**src/rtl/serial_frame_rx.sv**
```systemverilog
// serial_frame_rx
// Rebuilds LSB-first framed words from the 1-bit serial stream of the
// upstream register stage. Frame: start(0), WIDTH data bits, optional even
// parity bit, stop(1). The line idles high. Good words are delivered with a
// one-cycle data_valid strobe. Parity and framing faults each raise a
// one-cycle flag, and the faulty word is discarded.
// Every output is registered. All decisions use the synchronized copy of din.

module serial_frame_rx #(
    parameter int WIDTH      = 8,   // data bits per frame (1..16)
    parameter int BIT_CYCLES = 4,   // clk cycles per serial bit (>=4)
    parameter int PARITY_EN  = 1    // 1: even parity bit present and checked
) (
    input  logic             clk,
    input  logic             rst_n,
    input  logic             din,
    output logic [WIDTH-1:0] data_out,
    output logic             data_valid,
    output logic             parity_err,
    output logic             frame_err,
    output logic             busy
);

    localparam int CW = $clog2(BIT_CYCLES);
    localparam int BW = $clog2(WIDTH + 1);

    // START re-samples half a bit in. Every later state samples one full bit
    // after the previous sample, so it lands on mid-bit.
    localparam logic [CW-1:0] HALF_LAST  = CW'(BIT_CYCLES / 2 - 1);
    localparam logic [CW-1:0] BIT_LAST   = CW'(BIT_CYCLES - 1);
    localparam logic [BW-1:0] LAST_DATA  = BW'(WIDTH - 1);
    localparam bit            HAS_PARITY = (PARITY_EN != 0);

    typedef enum logic [2:0] {
        IDLE   = 3'd0,
        START  = 3'd1,
        DATA   = 3'd2,
        PARITY = 3'd3,
        STOP   = 3'd4,
        BREAK  = 3'd5
    } state_t;

    // Synchronizer and FSM state
    logic             sync1_q;
    logic             din_s_q;
    state_t           state_q,  state_d;
    logic [CW-1:0]    cyc_q,    cyc_d;
    logic [BW-1:0]    bit_q,    bit_d;
    logic [WIDTH-1:0] shreg_q,  shreg_d;
    logic             par_q,    par_d;

    // Registered outputs
    logic [WIDTH-1:0] data_out_q, data_out_d;
    logic             valid_q,    valid_d;
    logic             perr_q,     perr_d;
    logic             ferr_q,     ferr_d;
    logic             busy_q,     busy_d;

    // Shift register after taking the current sample. New bits enter at the
    // top, so the first bit received ends up in bit 0.
    logic [WIDTH-1:0] shifted;

    generate
        if (WIDTH == 1) begin : g_shift_one
            assign shifted = din_s_q;
        end else begin : g_shift_many
            assign shifted = {din_s_q, shreg_q[WIDTH-1:1]};
        end
    endgenerate

    // The word is good when parity is disabled, or when the data bits and
    // the parity bit together hold an even number of ones.
    logic parity_ok;
    assign parity_ok = !HAS_PARITY || ((^shreg_q) == par_q);

    // Two-flop synchronizer on the serial line. It resets to the idle level
    // so that a reset does not look like a start bit.
    always_ff @(posedge clk or negedge rst_n) begin
        if (!rst_n) begin
            sync1_q <= 1'b1;
            din_s_q <= 1'b1;
        end else begin
            sync1_q <= din;
            din_s_q <= sync1_q;
        end
    end

    // FSM, counters, data path and output registers
    always_ff @(posedge clk or negedge rst_n) begin
        if (!rst_n) begin
            state_q    <= IDLE;
            cyc_q      <= '0;
            bit_q      <= '0;
            shreg_q    <= '0;
            par_q      <= 1'b0;
            data_out_q <= '0;
            valid_q    <= 1'b0;
            perr_q     <= 1'b0;
            ferr_q     <= 1'b0;
            busy_q     <= 1'b0;
        end else begin
            state_q    <= state_d;
            cyc_q      <= cyc_d;
            bit_q      <= bit_d;
            shreg_q    <= shreg_d;
            par_q      <= par_d;
            data_out_q <= data_out_d;
            valid_q    <= valid_d;
            perr_q     <= perr_d;
            ferr_q     <= ferr_d;
            busy_q     <= busy_d;
        end
    end

    // Next-state logic and frame decoding. The result pulses default low, so
    // each one lasts a single cycle.
    always_comb begin
        state_d    = state_q;
        cyc_d      = cyc_q;
        bit_d      = bit_q;
        shreg_d    = shreg_q;
        par_d      = par_q;
        data_out_d = data_out_q;
        valid_d    = 1'b0;
        perr_d     = 1'b0;
        ferr_d     = 1'b0;

        unique case (state_q)
            IDLE: begin
                if (!din_s_q) begin
                    state_d = START;
                    cyc_d   = '0;
                end
            end

            START: begin
                if (cyc_q == HALF_LAST) begin
                    cyc_d = '0;
                    if (!din_s_q) begin
                        state_d = DATA;
                        bit_d   = '0;
                    end else begin
                        // The start bit did not last half a bit, so treat it
                        // as a glitch and drop it without raising a flag.
                        state_d = IDLE;
                    end
                end else begin
                    cyc_d = cyc_q + 1'b1;
                end
            end

            DATA: begin
                if (cyc_q == BIT_LAST) begin
                    cyc_d   = '0;
                    shreg_d = shifted;
                    if (bit_q == LAST_DATA) begin
                        state_d = HAS_PARITY ? PARITY : STOP;
                    end else begin
                        bit_d = bit_q + 1'b1;
                    end
                end else begin
                    cyc_d = cyc_q + 1'b1;
                end
            end

            PARITY: begin
                if (cyc_q == BIT_LAST) begin
                    cyc_d   = '0;
                    par_d   = din_s_q;
                    state_d = STOP;
                end else begin
                    cyc_d = cyc_q + 1'b1;
                end
            end

            STOP: begin
                // Return to IDLE at the stop mid-bit. A start bit that
                // directly follows the stop bit is then still caught.
                if (cyc_q == BIT_LAST) begin
                    cyc_d = '0;
                    if (!din_s_q) begin
                        ferr_d  = 1'b1;
                        state_d = BREAK;
                    end else if (parity_ok) begin
                        data_out_d = shreg_q;
                        valid_d    = 1'b1;
                        state_d    = IDLE;
                    end else begin
                        perr_d  = 1'b1;
                        state_d = IDLE;
                    end
                end else begin
                    cyc_d = cyc_q + 1'b1;
                end
            end

            BREAK: begin
                // A low line here is still part of the broken frame. Wait
                // until the line is released before looking for a new start.
                if (din_s_q) begin
                    state_d = IDLE;
                end
            end

            default: begin
                state_d = IDLE;
            end
        endcase

        busy_d = (state_d != IDLE);
    end

    assign data_out   = data_out_q;
    assign data_valid = valid_q;
    assign parity_err = perr_q;
    assign frame_err  = ferr_q;
    assign busy       = busy_q;

endmodule

```
**config.mk**
```make
export PLATFORM = sky130hd
export DESIGN_NAME = serial_frame_rx
export DESIGN_NICKNAME = d
export VERILOG_FILES = /design/src/rtl/serial_frame_rx.sv
export SDC_FILE = /design/constraint.sdc
export NUM_CORES = 1
export LEC_CHECK = 0
export ABC_AREA = 1
export BUFFER_PORTS_ARGS = -buffer_cell sky130_fd_sc_hd__buf_2
export CORE_MARGIN = 10
export CORE_UTILIZATION = 57
export DETAILED_ROUTE_END_ITERATION = 10
export PLACE_DENSITY = 0.77
export RECOVER_POWER = 25
export SYNTH_ARGS = -nofsm -noshare
export SYNTH_HDL_FRONTEND = slang
export SYNTH_SLANG_ARGS = --single-unit
```
**constraint.sdc**
```tcl
create_clock -name clk -period 1.9 [get_ports clk]
set_input_delay 0.38 -clock clk [delete_from_list [all_inputs] [get_ports clk]]
set_output_delay 0.38 -clock clk [all_outputs]
set_load 0.02 [all_outputs]
```
Word level (Yosys, flattened, before mapping) --
Cells that the tools add are included.
Storage, ports and cells: input bits 3, output and inout port bits 12, word-level logic and storage cells 69, register bits 32
Operators by class: muxes and demuxes 30, equality and inequality tests 14, add/sub/neg operators 2, reductions and logical operators 11
Operators by type and width (number):
- $mux 3 | 8
- $pmux 3 s6 | 1
- $mux 4 | 4
- $mux 1 | 11
- $ne 2x2->1 const B | 5
- $mux 2 | 4
- $pmux 4 s2 | 1
- $reduce_xor 8->1 | 1
- $eq 3x2->1 const B | 2
- $eq 3x3->1 const B | 2
- $pmux 2 s3 | 1
- $reduce_and 2->1 | 3
- $reduce_bool 3->1 | 2
- $reduce_and 5->1 | 1
- $add 4x1->4 const B | 1
- $eq 4x3->1 const B | 1
- $reduce_and 4->1 | 1
- $eq 3x1->1 const B | 1
- $logic_not 3->1 | 1
- $reduce_or 3->1 | 1
- $add 2x1->2 const B | 1
- $eq 2x1->1 const B | 1
- $eq 2x2->1 const B | 1
- $reduce_bool 2->1 | 1
- $eq 1x1->1 | 1

Logic depth before layout (Yosys ltp) --
Gate-level depths: netlist of run 1.
word-level depth 6, gate-level depth with buffers 11, gate-level depth less buffers 11

Worst setup path after synthesis of run 1 --
No wires, ideal clock.
path kind register to register, start register cyc_q[0], end register data_out_q[0], in the netlist data_out[0], setup time 0.117 ns, stages on the path, launching flop included 7, data required time 1.783 ns, clock period less this slack 1.401 ns, buffers on the path 0, data arrival time 1.284 ns, path slack 0.499 ns, cell sequence dfrtp_1 ha_1 nand2_1 nor2_2 nand2_4 nand2_1 nand2_1
On the way: cells in the longest elaborated chain, start to end 2
Ends and longest elaborated chain:
- from (decl) | RTL line 47 | logic [CW-1:0] cyc_q, cyc_d;
- from (signal assigned) | RTL line 103 | cyc_q <= cyc_d;
- $eq 2x2->1 | RTL line 179 | if (cyc_q == BIT_LAST) begin
- $reduce_and 4->1 (no source line)
- to (signal assigned) | RTL line 107 | data_out_q <= data_out_d;
- to (decl) | RTL line 53 | logic [WIDTH-1:0] data_out_q, data_out_d;
Every way passes these cells. A chain may end at the register's enable or synchronous reset.

Worst setup path in the final report of run 1 --
start register cyc_q[0], end register data_out_q[6], in the netlist data_out[6]
The elaborated chain is that of the path after synthesis.

==> out/qor.yml, run 1 <==
status: "finished with violations"
violations: "capacitance limit, slew limit"
syn_area_per_cell_um2: 8.26
dr_total_vias: 1270
pwr-share-clk_pct: 24.0
multi_input_area_um2: 652
hold_violations: 0
critPathLaunch: "cyc_q[0]"
diodes: 0
grt.total_usage_pct: 13.0
rows: 18
clockBufferDepth: 2
ir_drop_uv: 786
whs_ps: 122
first_pass_iters: 4
synth_flop_cell: "dfrtp_1"
io_buffers: 14
tns_ps: 0
drc: 0
final_nets: 215
die_area_um2: 5230
synth_area_um2: 1560
die_h_um: 72.3
yosysTopAreaCellShare_pct: 48.1
pwr_density_cell_nw_per_um2: 1250
ant_nets: 0
critPathKind: "reg2reg"
grt_pass1_wl_mm: 5.42
grt_pass1_vias: 1275
wl_per_cell_um: 12.8
grt_max_degree: 33
vias_per_cell: 5.31
maxCapViolCount: 1
comb_power_share_pct: 34.3
clk_pin_slew_worst_paths_ps: 100
path_max_fanout: 9
cts_setup_buffers: 0
synthTopCellsByArea: "dfrtp_1, nand2_1, nand3_1, inv_1, dfstp_2"
relSlewSlack_pct: -9.05
ios: 15
drt_wl_total_mm: 3.05
ys_ff_latch: 32
htree_levels: 2
crit_arrival_ps: 1790
r2r_setup_slack_ps: 350
swShare_pct: 39.3
post_cts_resized: 0
postCtsHoldBufs: 0
synth_edf_count: 0
grt-ovfl-total: 0
syn_inst: 189
yosysMostFrequentCell: "nand2_1"
cts_buffers: 5
reg2reg_from: "cyc_q[0]"
min_path_type: "in2reg"
synth_common_cells: "nand2_1, dfrtp_1, inv_1, nand3_1, o21ai_0"
drive_gt1_share_pct: 16.7
start_util_pct: 61.4
regToRegEndpoint: "data_out[6]"
fillers: 217
regArea_um2: 803
root_buffer: "clkbuf_4"
dr.first_iter.drc_count: 83
ys_warn_count: 0
ys_seq_area_share_pct: 51.4
max_freq_mhz: 646
clock_latency_ps: 340
synthArstFlopShare_pct: 100
rsz0062_at_grt: "no"
p_seq_share_pct: 41.7
p_sw_mw: 0.850
clock-sinks: 32
max_slew.worst_pin.slew_ps: 1640
finalCritPeriodShare_pct: 81.5
yosys.area.top_type: "dfrtp_1"
leakagePower_nw: 0.946
ys_types: 23
setup-violations-final: 0
synthToLayoutAreaGrowth_pct: 10.9
drv_slew: 33
die_w_um: 72.3
required_ps: 2140
crit_path_end_kind: "flop"
core_um2: 2540
synth_nets: 196
rr_worst_depth: 6
finalCriticalPeriod_ps: 1550
dp_hpwl_mm: 2.30
power.internal_mw: 1.31
skew_ps: 6.92
cts_tree: "yes"
startpoint_type: "flop"
crit_end: "data_out[6]"
gp_congestion: 0.940
antenna_found_initial: 0
==> per-layer routing <==
layer / GRT usage, % / part of all wire, % / up-vias
met5: 0 / 0 / -
met3: 5.17 / 5.7 / 9
li1: - / - / 637
met1: 13.1 / 40 / 588
met2: 22.6 / 52 / 36
met4: 6.45 / 2.0 / 0
==> worst min path at each step <==
stage	start	endpoint	slack [ps]	depth (start not counted)
2_1_floorplan	rst_n	bit_q[0]	80	0
4_1_cts	rst_n	data_out[5]	80	1
5_1_grt	din	sync1_q	100	1
3_5_place_dp	sync1_q	din_s_q	350	0
3_3_place_gp	sync1_q	din_s_q	350	0
6_report	din	sync1_q	120	1
==> power groups by stage <==
stage	clock network, mW	logic [mW]	registers (mW)
2_1_floorplan	0	0.584	0.899
4_1_cts	0.529	0.742	0.900
5_1_grt	0.553	0.861	0.920
3_5_place_dp	0	0.735	0.913
3_3_place_gp	0	0.693	0.904
6_report	0.519	0.740	0.902
==> critical path, cell delays in order (launching register included) <==
cell,delay (ps)
dfrtp_1,410
ha_1,290
nand2_1,140
nor2_2,340
nand2_4,130
nand2_1,80
nand2_1,50
==> stage by stage <==
step / power [mW] / setup WS (ps) / instance area (um2) / util [%] / instances
6_report: 2.16 / 351 / 1730 / 68.0 / 239
5_1_grt: 2.33 / 164 / 1730 / 68.0 / 239
4_1_cts: 2.17 / 336 / 1730 / 68.1 / 239
3_5_place_dp: 1.65 / 348 / 1650 / 64.9 / 231
3_3_place_gp: 1.60 / 418 / 1650 / 64.9 / 231
2_1_floorplan: 1.48 / 499 / 1560 / - / 189
==> cell families (layout without fill, tap and decap cells) <==
| group | after synthesis | count (layout) | share of synthesized area [%] |
|---|---|---|---|
| AO/OA/AOI/OAI | 18 | 18 | 6.33 |
| XOR/XNOR | 3 | 3 | 1.68 |
| buffers and inverters | 26 | 46 | 6.81 |
| AND/OR/NAND/NOR | 106 | 106 | 30.5 |
| flip-flops | 32 | 32 | 51.4 |
| adder cells (fa/ha/maj) | 4 | 4 | 3.21 |
==> cell usage in the layout, fill, tap and decap left out, types with 2 or more instances in the layout <==
cell,instances
nand2_1,63
dfrtp_1,30
inv_1,22
nand3_1,20
buf_2,13
o21ai_0,10
nor2_1,8
a21oi_1,5
clkbuf_4,5
nor3_1,4
ha_1,4
nand2_2,3
nand2_4,3
nor2_2,2
inv_2,2
xor2_1,2
o31ai_1,2
dfstp_2,2
==> state kept, by name, summed over array words and instances (netlist names) <==
signal and count:
data_valid 1, cyc_q 2, frame_err 1, busy 1, bit_q 4, par_q 1
din_s_q 1, data_out 8, shreg_q 8, sync1_q 1, parity_err 1, state_q 3
==> layout make-up <==
type,count,share of cell area [%]
Clock buffer,5,2.17
Sequential cell,32,46.4
Tap cell,30,2.17
Timing Repair Buffer,14,3.97
Clock inverter,3,2.46
Inverter,24,5.20
Multi-Input combinational cell,131,37.6
No activity file was read; power rests on OpenSTA's default activity.
==> run 2: changes to the inputs <==
==> constraint.sdc (replaced) <==
create_clock -name clk -period 1.5 [get_ports clk]
set_input_delay 0.3 -clock clk [delete_from_list [all_inputs] [get_ports clk]]
set_output_delay 0.3 -clock clk [all_outputs]
set_load 0.02 [all_outputs]
==> run 2 against run 1 <==
Against the previous run: the flow now finishes without violations; combinational power grew 59%; cell area rose by 9.5%; clock skew increased by 4.1 ps; critical endpoint is now bit_q[3]; largest cell class unchanged; largest power group is now combinational logic.
==> out/qor.yml, run 2 (same netlist as run 1, synthesis figures left out) <==
final_nets: 226  # was 215
reg2reg_from: "state_q[2]"  # was cyc_q[0]
rr_worst_depth: 7  # was 6
dpl_cell_area_um2: 1670  # was 1650 um2
finalCriticalPeriod_ps: 1420  # was 1550 ps
tns_ps: 0  # unchanged
crit_arrival_ps: 1660  # was 1790 ps
regToRegEndpoint: "bit_q[3]"  # was data_out[6]
path_max_fanout: 17  # was 9
die_area_um2: 5230  # unchanged
gp_congestion: 0.944  # was 0.940
wl_per_cell_um: 14.0  # was 12.8 um
clk_pin_slew_worst_paths_ps: 110  # was 100 ps
drc: 0  # unchanged
final_cell_mix: "nand2_1, dfrtp_1, inv_1, nand3_1, buf_2"  # unchanged
hp-start: "din"  # unchanged
status: "complete, no violations"  # was finished with violations
clock-sinks: 32  # unchanged
ir_drop_uv: 1460  # was 786 uV
die_w_um: 72.3  # unchanged
antenna_found_initial: 0  # unchanged
first_pass_iters: 4  # unchanged
synthToLayoutAreaGrowth_pct: 21.4  # was 10.9%
diodes: 0  # unchanged
relSlewSlack_pct: 48.9  # was -9.05%
rows: 18  # unchanged
vias_per_cell: 5.41  # was 5.31
grt.total_usage_pct: 13.2  # was 13.0%
ant_nets: 0  # unchanged
min_to: "sync1_q"  # unchanged
required_ps: 1740  # was 2140 ps
skew_ps: 11.0  # was 6.92 ps
leakagePower_nw: 0.997  # was 0.946 nW
multi_input_area_um2: 738  # was 652 um2
drv_slew: 0  # was 33
grt_pass1_vias: 1286  # was 1275
regArea_um2: 808  # was 803 um2
clockBufferDepth: 2  # unchanged
final_area_um2: 1900  # was 1730 um2
die_h_um: 72.3  # unchanged
maxCapViolCount: 0  # was 1
drt_wl_total_mm: 3.51  # was 3.05 mm
root_buffer: "clkbuf_4"  # unchanged
grt_max_degree: 33  # unchanged
fillers: 176  # was 217
grt_pass1_wl_mm: 5.69  # was 5.42 mm
dr_total_vias: 1353  # was 1270
finalCritPeriodShare_pct: 94.6  # was 81.5%
p_total_mw: 2.99  # was 2.16 mW
ios: 15  # unchanged
final_common_cell: "nand2_1"  # unchanged
pwr_density_cell_nw_per_um2: 1580  # was 1250 nW/um2
grt-ovfl-total: 0  # unchanged
crit_path_end_kind: "flop"  # unchanged
startpoint_type: "flop"  # unchanged
setup-violations-final: 0  # unchanged
htree_levels: 2  # unchanged
dr.first_iter.drc_count: 100  # was 83
max_slew.worst_pin.slew_ps: 766  # was 1640 ps
io_buffers: 14  # unchanged
min_path_type: "in2reg"  # unchanged
start_util_pct: 61.4  # unchanged
clock_latency_ps: 320  # was 340 ps
min_delay_path_depth: 1  # unchanged
cts_buffers: 5  # unchanged
r2r_setup_slack_ps: 80  # was 350 ps
cts_tree: "yes"  # unchanged
drive_gt1_share_pct: 28.6  # was 16.7%
critPathKind: "reg2reg"  # unchanged
hold_violations: 0  # unchanged
max_freq_mhz: 705  # was 646 MHz
core_um2: 2540  # unchanged
dp_hpwl_mm: 2.30  # about the same
[run 2: changes by cell type in the layout (fill, tap and decap cells not counted), moves of 4 or more]
cell and delta:
nand3_2 +4, buf_4 +8, nand3_1 -4, dfrtp_1 -4
nand2_2 +4, nand2_1 -4, dfrtp_2 +4
[run 2: final cells by class]
class | count | area share, %
clock buffers | 6 | 2.18
clock inverters | 2 | 1.85
inverters | 24 | 4.75
multi-input cells | 132 | 38.9
flip-flops and latches | 32 | 42.6
well taps | 30 | 1.98
repair buffers | 24 | 7.66
[run 2: critical path, cell delays in order, from the launching register on]
cell	delay [ps]
dfrtp_2	480
nor2_4	160
nand2_4	90
inv_2	110
nand2_8	100
nand2_2	80
nand2_2	100
o31ai_1	210
[run 2: repair_timing]
item | 4_1_cts | 5_1_grt
endpoints found under the hold margin | 30 | 0
hold buffers | 1 | 0
setup endpoints to repair | 8 | 12
gates cloned | 0 | 1
pin swaps | 0 | 4
gates resized for setup | 1 | 23
setup buffers | 0 | 7
[run 2: worst max path at each step]
stage | startpoint | endpoint | slack [ps] | cells past startpoint
final | state_q[2] | bit_q[3] | 80 | 7
after global routing | shreg_q[1] | data_out[3] | -20 | 10
after CTS | state_q[1] | bit_q[2] | 10 | 7
after detailed placement | state_q[1] | bit_q[2] | 10 | 7
after global placement | cyc_q[0] | data_out[7] | 110 | 6
after floorplan | cyc_q[0] | data_out[0] | 100 | 6
[run 2: layer usage]
metal | part of all wire (%) | up-vias | wire (um) | track usage [%]
li1 | - | 659 | - | -
met1 | 38 | 646 | 1340 | 13.9
met2 | 55 | 38 | 1920 | 23.6
met3 | 4.8 | 10 | 168 | 4.08
met4 | 2.4 | 0 | 85 | 5.38
met5 | 0 | - | 0 | 0
[run 2: power by group]
group / total (mW) / internal, mW / switching [mW]
registers: 1.16 / 1.00 / 0.159
logic: 1.18 / 0.404 / 0.778
clock network: 0.646 / 0.350 / 0.296
total: 2.99 / 1.76 / 1.23
[run 2: through the flow]
| step | util (%) | std cells | hold WS, ps | setup slack [ps] |
|---|---|---|---|---|
| 6_report | 74.5 | 250 | 67.9 | 81.2 |
| 5_1_grt | 74.5 | 250 | 51.5 | -21.4 |
| 4_1_cts | 69.1 | 242 | 57.8 | 12.3 |
| 3_5_place_dp | 65.5 | 233 | 343 | 12.7 |
| 3_3_place_gp | 65.5 | 233 | 329 | 108 |
| 2_1_floorplan | - | 189 | 4.41 | 98.9 |
